<file path="src/rtl/vec_sel_writer.sv">
// Scatters bits into a 1-bit-per-element array through a runtime index, either one element
// per request or as a wrapping burst of a whole packed word; the packed mirror shares the storage.
module vec_sel_writer #(
  parameter int DEPTH = 4,
  parameter int IDXW  = 2
) (
  input  logic              clk,
  input  logic              rst,
  input  logic              wr_valid,
  output logic              wr_ready,
  input  logic              wr_mode,
  input  logic [IDXW-1:0]   wr_sel,
  input  logic              wr_bit,
  input  logic [DEPTH-1:0]  wr_word,
  output logic              mem_unp [DEPTH-1:0],
  output logic [DEPTH-1:0]  mem_pk,
  output logic              busy,
  output logic              done,
  output logic [7:0]        wr_count,
  output logic              err
);

  localparam int RW = $clog2(DEPTH + 1);

  typedef enum logic [1:0] {
    IDLE    = 2'd0,
    SCATTER = 2'd1,
    FIN     = 2'd2
  } state_e;

  state_e           state_q, state_d;
  logic [DEPTH-1:0] mem_q, mem_d;
  logic [DEPTH-1:0] word_q, word_d;
  logic [IDXW-1:0]  idx_q, idx_d;
  logic [RW-1:0]    rem_q, rem_d;
  logic             done_q, done_d;
  logic [7:0]       cnt_q, cnt_d;
  logic             err_q, err_d;
  logic             accept_s;

  function automatic logic in_range(input logic [IDXW-1:0] sel);
    return (int'(sel) < DEPTH);
  endfunction

  function automatic logic [7:0] sat_inc(input logic [7:0] cnt);
    return (cnt == 8'd255) ? 8'd255 : cnt + 8'd1;
  endfunction

  // Burst index wraps at DEPTH, which may be smaller than the index space.
  function automatic logic [IDXW-1:0] next_idx(input logic [IDXW-1:0] idx);
    return (idx == IDXW'(DEPTH - 1)) ? '0 : idx + IDXW'(1);
  endfunction

  assign wr_ready = (state_q == IDLE) && !rst;
  assign accept_s = wr_valid && wr_ready;

  // Next-state and datapath updates for the request FSM
  always_comb begin
    state_d = state_q;
    mem_d   = mem_q;
    word_d  = word_q;
    idx_d   = idx_q;
    rem_d   = rem_q;
    done_d  = 1'b0;
    cnt_d   = cnt_q;
    err_d   = err_q;
    case (state_q)
      IDLE: begin
        if (!accept_s) begin
          state_d = IDLE;
        end else if (!in_range(wr_sel)) begin
          err_d   = 1'b1;
          done_d  = 1'b1;
          state_d = wr_mode ? FIN : IDLE;
        end else if (!wr_mode) begin
          mem_d[wr_sel] = wr_bit;
          cnt_d         = sat_inc(cnt_q);
          done_d        = 1'b1;
        end else begin
          word_d  = wr_word;
          idx_d   = wr_sel;
          rem_d   = RW'(DEPTH);
          state_d = SCATTER;
        end
      end
      SCATTER: begin
        mem_d[idx_q] = word_q[idx_q];
        cnt_d        = sat_inc(cnt_q);
        idx_d        = next_idx(idx_q);
        rem_d        = rem_q - RW'(1);
        if (rem_q == RW'(1)) begin
          state_d = FIN;
          done_d  = 1'b1;
        end else begin
          state_d = SCATTER;
        end
      end
      FIN:     state_d = IDLE;
      default: state_d = IDLE;
    endcase
  end

  // State and storage registers with synchronous reset
  always_ff @(posedge clk) begin
    if (rst) begin
      state_q <= IDLE;
      mem_q   <= '0;
      word_q  <= '0;
      idx_q   <= '0;
      rem_q   <= '0;
      done_q  <= 1'b0;
      cnt_q   <= 8'd0;
      err_q   <= 1'b0;
    end else begin
      state_q <= state_d;
      mem_q   <= mem_d;
      word_q  <= word_d;
      idx_q   <= idx_d;
      rem_q   <= rem_d;
      done_q  <= done_d;
      cnt_q   <= cnt_d;
      err_q   <= err_d;
    end
  end

  for (genvar k = 0; k < DEPTH; k++) begin : g_unp
    assign mem_unp[k] = mem_q[k];
  end

  assign mem_pk   = mem_q;
  assign busy     = (state_q == SCATTER);
  assign done     = done_q;
  assign wr_count = cnt_q;
  assign err      = err_q;

endmodule
</file>
<file path="config.mk">
export PLATFORM = sky130hd
export DESIGN_NAME = vec_sel_writer
export DESIGN_NICKNAME = d
export VERILOG_FILES = /design/src/rtl/vec_sel_writer.sv
export SDC_FILE = /design/constraint.sdc
export NUM_CORES = 1
export LEC_CHECK = 0
export BUFFER_PORTS_ARGS = -buffer_cell sky130_fd_sc_hd__buf_2
export CAP_MARGIN = 0
export CORE_MARGIN = 8
export CORE_UTILIZATION = 30
export CTS_CLUSTER_SIZE = 40
export DETAILED_ROUTE_END_ITERATION = 16
export SETUP_SLACK_MARGIN = 0.05
export SLEW_MARGIN = 20
export SYNTH_ARGS = -nofsm -noshare
export SYNTH_HDL_FRONTEND = slang
export SYNTH_SLANG_ARGS = --single-unit
</file>
<file path="constraint.sdc">
create_clock -name clk -period 4.1 [get_ports clk]
set_clock_uncertainty 0.1 [all_clocks]
set_input_delay 0.82 -clock clk [delete_from_list [all_inputs] [get_ports clk]]
set_output_delay 0.82 -clock clk [all_outputs]
set_load 0.02 [all_outputs]
</file>
* Word-level counts from Yosys, hierarchy flattened *
Index checks and enable logic that the tools add are counted.

word-level totals
  ROM bits = 0
  latch bits = 0
  output and inout bits = 20
  memory bits (writable) = 0
  input port bits = 11
  bits in registers = 24
  memories kept = 0

operators by class
  shift operators = 0
  mux-type cells = 30
  equal/unequal tests = 8
  reductions and logical operators = 10
  multipliers = 0
  $add $sub $neg = 3
  order comparisons = 4
  div/mod/pow operators = 0
  bitwise operators = 0

operators with widths
  operator                                                                      count
  8-bit two-way mux                                                             3
  8-bit case mux with 2 select lines                                            1
  2-bit two-way mux                                                             6
  3-bit AND reduction                                                           3
  8-bit by 1-bit adder with 8-bit output, second input constant                 1
  4-bit bitwise mux                                                             2
  8-bit == test, second input constant                                          1
  4-bit two-way mux                                                             2
  2-bit case mux with 2 select lines                                            2
  4-bit case mux with 2 select lines                                            1
  2-bit by 3-bit less-than comparator with 1-bit output, second input constant  2
  1-bit two-way mux                                                             6
  3-bit two-way mux                                                             2
  2-bit != test, second input constant                                          3
  3-bit case mux with 2 select lines                                            1
  1-bit demux with 2-bit select                                                 2
  2-bit by 1-bit >= comparator with 1-bit output, second input constant         2
  1-bit logical AND                                                             4
  3-bit by 1-bit == test with 1-bit output, second input constant               1
  3-bit != test, second input constant                                          1
  3-bit by 1-bit subtractor with 3-bit output, second input constant            1
  2-bit by 1-bit adder with 2-bit output, second input constant                 1
  1-bit binary-select mux with 2-bit select                                     1
  2-bit by 1-bit == test with 1-bit output, second input constant               1
  5 further kinds                                                               5

* Depth between registers and ports, before layout *
  word-level depth = 8
  depth in mapped cells = 6
  gate-level depth less buffers = 6

* Least setup slack after synthesis *
Ideal clock, no wire load.

  kind = in2reg
  from = input rst
  to = register word_q[0]
  path buffers = 2
  stages = 6
  arrival time = 2.174 ns
  required time = 3.871 ns
  path slack = 1.697 ns
  cells stage by stage = buf_6 nor3_1 and3_1 clkbuf_1 mux2i_1 nor2_1

on the way
  cells in the longest elaborated chain, start to end = 4

RTL lines
  item                                  RTL line  source
  start: declaration                    8         input logic rst,
  1-bit logical NOT                     54        assign wr_ready = (state_q == IDLE) && !rst;
  1-bit logical AND                     54
  named net wr_ready                    10        output logic wr_ready,
  1-bit logical AND                     55        assign accept_s = wr_valid && wr_ready;
  3-bit AND reduction (no source line)  -
  end signal: assignment                117       word_q <= word_d;
  end: declaration                      33        logic [DEPTH-1:0] word_q, word_d;

The timed path passes the listed nets, and every way through them passes these cells.
A chain may end at the register's enable or synchronous reset.

* Worst setup path in the final report *
  from = register state_q[1]
  to = output busy

on the way
  cells in the longest elaborated chain, start to end = 1

RTL lines
  item                                      RTL line  source
  start: declaration                        31        state_e state_q, state_d;
  start signal: assignment                  115       state_q <= state_d;
  2-bit by 1-bit == test with 1-bit output  131       assign busy = (state_q == SCATTER);
  end: declaration                          17        output logic busy,

No other way between the ends.

==> reports/summary.txt <==
Run status: completed
Post-CTS sizing: 0
CTS tree: built
Detailed Route WL: 2940 um
Growth of design area from synthesis to finish: 13.6%
Remaining Overflow, GRT: 0
Final instance area: 1480 um^2
Pleak: 0.590 nW
Hold_buf cts: 0
Buffers on Ports: 29
CTS Buf Count: 3
Critical path arrival: 1.86 ns
Crit Path Max Fanout: 13
Initial antenna violation count: 0
Share of the synthesized area in the top cell type: 0.369
Crit. End Element: primary output
GPL Wtd Cong: 0.837
Count of state elements after synthesis: 24
Die area: 6710 um^2
Drt first pass iters: 4
WL/cell: 13.2 um
Residual DRC: 0
Area of the core: 4260 um^2
Slew Limit Fails: 0
IO Pins: 31
Post-Syn Area: 1300 um^2
Max_cap viols: 0
Final hold violation count: 0
Hold Slack: 0.381 ns
CTS clk-pin slew, worst paths: 0.08 ns
Final Core Density: 0.347
Dpl cells: 219
Clk buf depth: 2
Gr usage total: 0.0901
Vias per inst: 4.89
Synth Warn #: 0
Synth area leaders: dfxtp_1, ha_1, nor2_1
Clock root cell: clkbuf_8
Max Freq: 0.360 GHz
Top_reg_cell synth: dfxtp_1
Seq/Total Area, Yosys: 0.369
Post-synth EDFFs: 0
Placed instance area: 1440 um^2
Initial core utilization: 0.305
Final ANT Viol Nets: 0
Setup_tns: 0 ns
RSZ-0062 raised after global routing: false
Vias in the first global route: 1056
Async SR Flop Fraction: 0
Worst Reg-to-Reg Cells: 5
Fin crit share: 0.678
Reg2Reg Setup Slack: 1.84 ns
Syn Area/Cell: 8.68 um^2
Die width: 81.9 um
Layout cells sized above 1: 0.229
Clock sinks: 24
Mapped Cells: 150
CP startpoint: state_q[1]
Post-synthesis cell type count: 42
Initial DRC count: 38
Die Ht: 81.9 um
Largest net degree at the start of global routing: 28
Detailed Place HPWL: 2260 um
Global-route wire length before repair: 4890 um
Worst R2R End: mem_pk[0]
VDD IR max: 262 uV
Clk_lat worst skew: 0.26 ns
H-tree levels: 1
Pwr Density: 312 nW/um^2
Headroom to the max-slew limit: 0.608
Crit start category: flop
Vias: 1086
Non-filler cells, final: 222
Mapped Nets: 168
Final setup violation count: 0
CP Capture Point: busy
CP required: 3.18 ns
Row count: 24
Final Net Count: 190
Hold Path Class: reg -> reg
Top cell type by total area after synthesis: dfxtp_1
Worst-margin pin slew: 0.588 ns
Post-layout min period: 2.78 ns
Setup CP Type: reg -> out
Setup Buffers After CTS: 0
Antenna fix cells: 0
Reg-to-reg startpoint: state_q[1]
[cell usage after synthesis (4+ instances only)]
| cell | count |
|---|---|
| mux2i_1 | 6 |
| dfxtp_1 | 24 |
| nor4_1 | 4 |
| clkbuf_1 | 4 |
| nand2_1 | 7 |
| ha_1 | 7 |
| a21oi_1 | 12 |
| nor2_1 | 19 |
| nand2b_1 | 4 |
| nor3_1 | 10 |
| buf_4 | 5 |
| inv_1 | 8 |
[registers in the layout (all words and copies together) (netlist names)]
name / count
wr_count: 8
mem_pk: 4
word_q: 4
rem_q: 3
idx_q: 2
state_q: 2
done: 1
[worst min path at each step]
stage	to	depth (start not counted)	start
6_report	rem_q[2]	1	rem_q[2]
5_1_grt	rem_q[2]	1	rem_q[2]
4_1_cts	rem_q[2]	1	rem_q[2]
3_5_place_dp	rem_q[2]	1	rem_q[2]
3_3_place_gp	rem_q[2]	1	rem_q[2]
2_1_floorplan	rem_q[2]	1	rem_q[2]
[worst max-delay path, stage by stage (launching register included)]
cell and delay [ns]:
dfxtp_1 0.44, nand2b_1 0.49, clkinv_1 0.40, buf_2 0.27
[final cells by class]
class / instances / area [um^2]
tap: 52 / 65.1
multi-input combinational: 105 / 714
fill: 474 / 2780
clock buffer: 3 / 41.3
inverter: 9 / 33.8
sequential: 24 / 480
timing repair buffer: 29 / 145
[logic make-up (layout without fill, tap and decap cells)]
logic type / count (synthesis) / in the layout / synth area share
AO/OA/AOI/OAI: 30 / 30 / 0.172
adder cells (fa/ha/maj): 7 / 7 / 0.0672
buffers and inverters: 21 / 41 / 0.0826
flip-flops: 24 / 24 / 0.369
multiplexers: 8 / 8 / 0.0720
other: 1 / 1 / 0.00288
AND/OR/NAND/NOR: 59 / 59 / 0.234
[cells in the final DEF (no fill, tap or decap), types with 2 or more instances in the layout]
master,count
inv_1,8
nand2_1,7
a311oi_1,2
buf_2,29
nor3_1,10
mux2i_1,6
ha_1,7
nand2b_1,4
o31ai_1,2
nand3_1,3
dfxtp_1,24
clkbuf_8,3
a211oi_1,3
nor2_1,19
a21oi_1,12
nor4b_1,2
nor4_1,4
nand3b_1,3
[metal layers]
layer | up-vias | GRT usage | wire [um]
met2 | 22 | 0.141 | 1310
met1 | 485 | 0.115 | 1410
met5 | - | 0 | 0
met3 | 2 | 0.0361 | 201
li1 | 577 | - | -
met4 | 0 | 0.0158 | 11
[metrics by stage]
stage / worst slack, ns / power [mW]
after floorplan: 1.70 / 0.315
after global placement: 1.53 / 0.334
after detailed placement: 1.52 / 0.334
after CTS: 1.31 / 0.471
after global routing: 1.13 / 0.490
final: 1.32 / 0.462
[power by group]
part | switching [mW] | total [mW] | internal [mW]
clock network | 0.0684 | 0.134 | 0.0655
logic | 0.0467 | 0.0759 | 0.0292
registers | 0.00957 | 0.252 | 0.243
Note: power is estimated with default switching activity, not from simulation.
